### src/rtl/ysyx_24120006_ifu_if.sv
// Fetch-unit bus bundle: instruction-memory request/response, the
// instruction hand-off to decode/execute, and the returning next-PC.
interface ysyx_24120006_ifu_if;
    localparam int unsigned XLEN = 32;

    // instruction memory request
    logic            imem_req_valid;
    logic            imem_req_ready;
    logic [XLEN-1:0] imem_req_addr;

    // instruction memory response (no ready: must be taken)
    logic            imem_resp_valid;
    logic [XLEN-1:0] imem_resp_data;
    logic            imem_resp_err;

    // instruction hand-off to downstream
    logic            inst_valid;
    logic            inst_ready;
    logic [XLEN-1:0] inst;
    logic [XLEN-1:0] inst_pc;

    // next PC returned by downstream
    logic            npc_valid;
    logic [XLEN-1:0] npc;

    // fetch unit side
    modport master (
        output imem_req_valid,
        input  imem_req_ready,
        output imem_req_addr,
        input  imem_resp_valid,
        input  imem_resp_data,
        input  imem_resp_err,
        output inst_valid,
        input  inst_ready,
        output inst,
        output inst_pc,
        input  npc_valid,
        input  npc
    );

    // memory / downstream side
    modport slave (
        input  imem_req_valid,
        output imem_req_ready,
        input  imem_req_addr,
        output imem_resp_valid,
        output imem_resp_data,
        output imem_resp_err,
        input  inst_valid,
        output inst_ready,
        input  inst,
        input  inst_pc,
        output npc_valid,
        output npc
    );
endinterface

### src/rtl/ysyx_24120006_ifu.sv
// Instruction fetch unit: owns the PC, issues one fetch at a time, hands the
// word downstream and waits for the next PC before fetching again.
module ysyx_24120006_ifu #(
    parameter logic [31:0] RESET_PC = 32'h8000_0000
) (
    input  logic                       clk,
    input  logic                       rst,
    ysyx_24120006_ifu_if.master        bus,
    output logic                       fetch_fault,
    output logic [31:0]                fetch_count
);

    localparam int unsigned XLEN = 32;

    typedef enum logic [2:0] {
        IDLE  = 3'd0,
        FETCH = 3'd1,
        WAIT  = 3'd2,
        ISSUE = 3'd3,
        EXEC  = 3'd4,
        HALT  = 3'd5
    } state_e;

    state_e          state_q;
    state_e          state_d;
    logic [XLEN-1:0] pc_q;
    logic [XLEN-1:0] inst_q;
    logic [XLEN-1:0] inst_pc_q;
    logic [XLEN-1:0] count_q;

    logic            npc_aligned;
    logic            resp_take;
    logic            issue_fire;
    logic            npc_take;

    // Qualified events; each is only meaningful in its own state
    assign npc_aligned = (bus.npc[1:0] == 2'b00);
    assign resp_take   = (state_q == WAIT)  && bus.imem_resp_valid && !bus.imem_resp_err;
    assign issue_fire  = (state_q == ISSUE) && bus.inst_ready;
    assign npc_take    = (state_q == EXEC)  && bus.npc_valid && npc_aligned;

    // State register; reset wins over every transition
    always_ff @(posedge clk) begin
        if (rst) begin
            state_q <= IDLE;
        end else begin
            state_q <= state_d;
        end
    end

    // Next-state logic
    always_comb begin
        state_d = state_q;
        case (state_q)
            IDLE: begin
                state_d = FETCH;
            end
            FETCH: begin
                if (bus.imem_req_ready) begin
                    state_d = WAIT;
                end
            end
            WAIT: begin
                if (bus.imem_resp_valid) begin
                    state_d = bus.imem_resp_err ? HALT : ISSUE;
                end
            end
            ISSUE: begin
                if (bus.inst_ready) begin
                    state_d = EXEC;
                end
            end
            EXEC: begin
                if (bus.npc_valid) begin
                    state_d = npc_aligned ? FETCH : HALT;
                end
            end
            HALT: begin
                state_d = HALT;
            end
            default: begin
                state_d = IDLE;
            end
        endcase
    end

    // Handshake outputs decoded from registered state only
    always_comb begin
        bus.imem_req_valid = 1'b0;
        bus.inst_valid     = 1'b0;
        fetch_fault        = 1'b0;
        case (state_q)
            FETCH:   bus.imem_req_valid = 1'b1;
            ISSUE:   bus.inst_valid     = 1'b1;
            HALT:    fetch_fault        = 1'b1;
            default: ;
        endcase
    end

    // PC, captured instruction and issue counter
    always_ff @(posedge clk) begin
        if (rst) begin
            pc_q      <= RESET_PC;
            inst_q    <= '0;
            inst_pc_q <= '0;
            count_q   <= '0;
        end else begin
            if (npc_take) begin
                pc_q <= bus.npc;
            end
            if (resp_take) begin
                inst_q    <= bus.imem_resp_data;
                inst_pc_q <= pc_q;
            end
            if (issue_fire) begin
                count_q <= count_q + XLEN'(1);
            end
        end
    end

    assign bus.imem_req_addr = pc_q;
    assign bus.inst          = inst_q;
    assign bus.inst_pc       = inst_pc_q;
    assign fetch_count       = count_q;

endmodule

### src/flat_wrapper.sv
// flat-port wrapper written by rule: the top's interface ports become plain ports
module ysyx_24120006_ifu_flat 
#(
    parameter logic [31:0] RESET_PC = 32'h8000_0000
)
  (clk, rst, fetch_fault, fetch_count, bus_imem_req_valid, bus_imem_req_ready, bus_imem_req_addr, bus_imem_resp_valid, bus_imem_resp_data, bus_imem_resp_err, bus_inst_valid, bus_inst_ready, bus_inst, bus_inst_pc, bus_npc_valid, bus_npc);
  ysyx_24120006_ifu_if bus_i ();
  input  logic clk;
  input  logic rst;
  output logic fetch_fault;
  output logic [31:0] fetch_count;
  output wire logic [$bits(bus_i.imem_req_valid)-1:0] bus_imem_req_valid;
  input wire logic [$bits(bus_i.imem_req_ready)-1:0] bus_imem_req_ready;
  output wire logic [$bits(bus_i.imem_req_addr)-1:0] bus_imem_req_addr;
  input wire logic [$bits(bus_i.imem_resp_valid)-1:0] bus_imem_resp_valid;
  input wire logic [$bits(bus_i.imem_resp_data)-1:0] bus_imem_resp_data;
  input wire logic [$bits(bus_i.imem_resp_err)-1:0] bus_imem_resp_err;
  output wire logic [$bits(bus_i.inst_valid)-1:0] bus_inst_valid;
  input wire logic [$bits(bus_i.inst_ready)-1:0] bus_inst_ready;
  output wire logic [$bits(bus_i.inst)-1:0] bus_inst;
  output wire logic [$bits(bus_i.inst_pc)-1:0] bus_inst_pc;
  input wire logic [$bits(bus_i.npc_valid)-1:0] bus_npc_valid;
  input wire logic [$bits(bus_i.npc)-1:0] bus_npc;
  assign bus_imem_req_valid = bus_i.imem_req_valid;
  assign bus_i.imem_req_ready = bus_imem_req_ready;
  assign bus_imem_req_addr = bus_i.imem_req_addr;
  assign bus_i.imem_resp_valid = bus_imem_resp_valid;
  assign bus_i.imem_resp_data = bus_imem_resp_data;
  assign bus_i.imem_resp_err = bus_imem_resp_err;
  assign bus_inst_valid = bus_i.inst_valid;
  assign bus_i.inst_ready = bus_inst_ready;
  assign bus_inst = bus_i.inst;
  assign bus_inst_pc = bus_i.inst_pc;
  assign bus_i.npc_valid = bus_npc_valid;
  assign bus_i.npc = bus_npc;
  ysyx_24120006_ifu #(.RESET_PC(RESET_PC)) u_core (.clk(clk), .rst(rst), .bus(bus_i), .fetch_fault(fetch_fault), .fetch_count(fetch_count));
endmodule
### config.mk
export PLATFORM = sky130hd
export DESIGN_NAME = ysyx_24120006_ifu_flat
export DESIGN_NICKNAME = d
export VERILOG_FILES = /design/src/rtl/ysyx_24120006_ifu_if.sv /design/src/rtl/ysyx_24120006_ifu.sv /design/src/flat_wrapper.sv
export SDC_FILE = /design/constraint.sdc
export NUM_CORES = 1
export LEC_CHECK = 0
export BUFFER_PORTS_ARGS = -buffer_cell sky130_fd_sc_hd__buf_2
export CAP_MARGIN = 20
export CORE_ASPECT_RATIO = 2
export CORE_MARGIN = 2
export CORE_UTILIZATION = 48
export CTS_CLUSTER_SIZE = 14
export DETAILED_ROUTE_END_ITERATION = 8
export GPL_TIMING_DRIVEN = 0
export PLACE_DENSITY = 0.79
export SLEW_MARGIN = 30
export SYNTH_ARGS = -nofsm -noshare
export SYNTH_HDL_FRONTEND = slang
export SYNTH_SLANG_ARGS = --single-unit
### constraint.sdc
create_clock -name clk -period 2.3 [get_ports clk]
set_input_delay 0.23 -clock clk [delete_from_list [all_inputs] [get_ports clk]]
set_output_delay 0.23 -clock clk [all_outputs]
set_load 0.01 [all_outputs]
* Word-level counts from Yosys, hierarchy flattened *
Index checks and enable logic that the tools add are counted.

storage, ports and cells
  bits in registers = 131
  logic and storage cells = 34
  output and inout bits = 131

cells by class
  reduce and logical (&&, ||, !) cells = 9
  muxes and demuxes = 10
  equal/unequal tests = 9
  add/subtract/negate cells = 1

operators by type and width
  operator                 number
  $add A32 B1 Y32 const B  1
  $mux W3                  6
  $pmux W3 S6              1
  $ne A2 B2 Y1 const B     4
  $eq A3 B2 Y1 const B     2
  $eq A3 B3 Y1 const B     2
  $logic_and A1 B1 Y1      5
  $reduce_and A4 Y1        1
  $eq A3 B1 Y1 const B     1
  $logic_not A3 Y1         1
  $mux W1                  3
  $logic_not A2 Y1         1
  $logic_not A1 Y1         1

* Depth between registers and ports, before layout *
  word-level depth = 4
  gate-level depth with buffers = 7

* Least setup slack after synthesis *
Ideal clock, no wire load.

  kind = register to register
  from = register u_core.count_q[13], in the netlist u_core.fetch_count[13]
  to = register u_core.count_q[31], in the netlist u_core.fetch_count[31]
  stages on the path, launching flop included = 7
  path slack = 0.277 ns
  setup time = 0.123 ns
  path buffers = 2
  arrival = 1.900 ns
  cells stage by stage = dfxtp_1 -> nand4_2 -> or4_1 -> buf_2 -> buf_6 -> nor4_2 -> mux2_1

on the way
  longest elaborated chain between the ends = 1

RTL lines
  element                   RTL line                  text
  start: declaration        ysyx_24120006_ifu.sv:29   logic [XLEN-1:0] count_q;
  start signal: assignment  ysyx_24120006_ifu.sv:116  count_q <= count_q + XLEN'(1);
  $add A32 B1 Y32           ysyx_24120006_ifu.sv:116

No other way between the ends.
A chain may end at the register's enable or synchronous reset.

* Worst setup path in the final report *
  from = register u_core.count_q[14], in the netlist u_core.fetch_count[14]
  to = register u_core.count_q[31], in the netlist u_core.fetch_count[31]

The elaborated chain is that of the path after synthesis.

==> results.cfg <==
[cts]
clock_latency_ns = 0.40
cts_tree = yes
hold_buffers = 0
clk_root_buffer_cell = clkbuf_16
cts_buffers = 17
clock_path_buffers = 2
cts.clk_slew.worst_paths_ns = 0.06
clock-sinks = 131
htreeDepth = 4

[worst_setup_path]
crit_path_max_incr_delay_ns = 0.60
critPathCaptureType = flip-flop
cp_data_arrival_time_ns = 2.48
crit_end = u_core.fetch_count[31]
r2r_setup_slack_ns = 0.10
path_class = reg2reg
crit_chain = nand4_2 > or4_1 > buf_2 > buf_6 > nor4_2 > mux2_1
startpoint_type = flip-flop
cp-startpoint = u_core.fetch_count[14]
reg2reg_from = u_core.fetch_count[14]
cp_data_required_time_ns = 2.58
rr_endpoint = u_core.fetch_count[31]
r2r_cells = 6
cp_slowest_cell = or4_1
worst-path-max-fanout = 10

[global_routing]
grt_use_met1_pct = 25.2
grt.overflow.total = 0
gr-max-usage-layer = met2
met2_usage_pct = 50.6
grt_start_max_net_pins = 17
first_global_vias = 5217
grt_pass1_wl_um = 23900
use_met3_pct = 7.75
antenna_found_initial = 0
grtUsageTotal_pct = 26.4

[place]
hpwl_um = 11300
io_buffer_count = 200
place_inst = 962
gp_congestion = 0.863

[timing]
worst_slew_pin_slew_ns = 0.576
fin_skew_ns = 0.0102
fin_crit_sh_pct = 95.4
setup_viol = 0
min_period_ns = 2.20
rsz0062_at_grt = no
hold_viol = 0
slew_viol_final = 0
fmax_ghz = 0.456
slew_headroom_pct = 61.6
fin_tns_setup_ns = 0

[synthesis]
synth_area_leaders = dfxtp_1 52%, nand2_1 15%, a21oi_1 11%, or4_1 2.4%, clkbuf_1 2.2%
syn_area_mm2 = 0.00503
synth.distinct_cells = 38
yosysSeqAreaShare_pct = 52.1
async_flop_share_pct = 0
syn_inst = 627
synth_edf_count = 0
synth_fp_nets = 699
yosys_most_used_dff = dfxtp_1
synth_top_area_share_pct = 52.1
synth_most_common_cell = nand2_1
synth_common_cells = 202 x nand2_1, 131 x dfxtp_1, 114 x a21oi_1, 30 x clkbuf_1, 17 x nor2_1
ys_warn_count = 0
ys_ff_latch = 131
synth.avg_cell_area_um2 = 8.03
yosysTopAreaCell = dfxtp_1

[floorplanning]
dieArea_mm2 = 0.0114
std_cell_rows = 52
fp.dieH_um = 149
fp.coreArea_mm2 = 0.0101
die_w_um = 76.4
ios = 202
initial_core_util_pct = 49.6

[drt]
drt_iter0_drc = 197
vias = 5166
wl_um = 15000
drc_errors = 0
dr.pass1.iters = 5
viasPerCell = 5.20
ant_nets = 0
wl_per_cell_um = 15.1

[final_layout]
nNetsFinal = 918
antenna_cells = 0
stdcell_count = 993
utilization_pct = 67.3
areaGrowthSynthToFinish_pct = 35.7
drive_gt1_share_pct = 29.5

[min_path]
hp-class = in2reg

[pwr]
leakagePower_uw = 0.00284
power_density_mw_per_mm2 = 768
ir_drop_mv = 0.610

[outcome]
status = finished clean

[job]
max-cap-violations = 0
==> report_power, final <==
group / internal, µW / total (µW) / switching, µW
combinational: 79.1 / 198 / 119
sequential: 2280 / 2290 / 8.79
clock: 1810 / 2750 / 944
==> cell families (layout without fill, tap and decap cells) <==
group,count (synthesis),count (layout),synth area share [%]
multiplexers,4,4,0.895
adder cells (fa/ha/maj),1,1,0.249
buffers and inverters,53,284,4.33
XOR/XNOR,10,10,1.74
flip-flops,131,131,52.1
AND/OR/NAND/NOR,292,292,26.3
AO/OA/AOI/OAI,136,136,14.4
==> cell type report <==
class	instances	area (µm²)
Buffer	46	195
Clock buffer	22	484
Clock inverter	9	128
Fill cell	882	3320
Inverter	7	26.3
Multi-Input combinational cell	443	2200
Sequential cell	131	2630
Tap cell	135	169
Timing Repair Buffer	200	1000
==> worst min path at each step <==
stage / start / slack [ns] / cells after the start / endpoint
after floorplan: bus_npc[31] / 0.35 / 2 / u_core.bus.imem_req_addr[31]
after global placement: u_core.bus.inst[31] / 0.44 / 2 / u_core.bus.inst[31]
after detailed placement: u_core.bus.inst_pc[0] / 0.44 / 2 / u_core.bus.inst_pc[0]
after CTS: bus_npc[31] / 0.03 / 3 / u_core.bus.imem_req_addr[31]
after global routing: bus_npc[31] / 0.04 / 3 / u_core.bus.imem_req_addr[31]
final: bus_npc[31] / 0.04 / 3 / u_core.bus.imem_req_addr[31]
==> sequential cells by signal, indices dropped and copies added (netlist names) <==
register,cells
u_core.bus.imem_req_addr,32
u_core.bus.inst,32
u_core.bus.inst_pc,32
u_core.fetch_count,32
u_core.state_q,3
==> metrics by stage <==
step                      hold WS, ns  setup slack, ns  instance area [µm²]  total power (µW)
after floorplan                 0.354            0.277                 5030              2430
after global placement          0.438            0.129                 6200              2530
after detailed placement        0.444            0.102                 6200              2540
after CTS                      0.0287           0.0695                 6810              5280
after global routing           0.0409           0.0172                 6830              5410
final                          0.0420            0.105                 6830              5240
==> placed cells by master, fill, tap and decap left out, drive strengths merged, types with 4 or more instances in the layout <==
master and count:
dfxtp 131, inv 7, nand4 8, or4 16
nor2 17, xnor2 9, nor3 7, a21oi 114
mux2 4, buf 214, o21ai 4, nand2 202
nor4 6, or3 5, clkbuf 54, o31ai 15
nand3 9, nor3b 4
==> layer usage <==
metal	vias up	part of all wire [%]	routed length, µm
met1	2386	35	5230
met2	196	56	8350
met4	0	2.9	435
met3	32	6.7	1010
li1	2552	-	-
met5	-	0	0
==> critical path, delay by kind of cell, from the launching register on <==
| kind | cells | cell delay (ns) |
|---|---|---|
| flip-flops | 1 | 0.42 |
| buffers and inverters | 2 | 0.35 |
| multiplexers | 1 | 0.34 |
| AND/OR/NAND/NOR | 3 | 0.96 |
==> what timing repair did <==
item                                    in CTS  in global routing
endpoints found under the setup margin       0                 34
endpoints found under the hold margin        0                  0
buffers inserted                             0                  0
resized for setup                            0                  7
(Power assumes the default switching activity.)
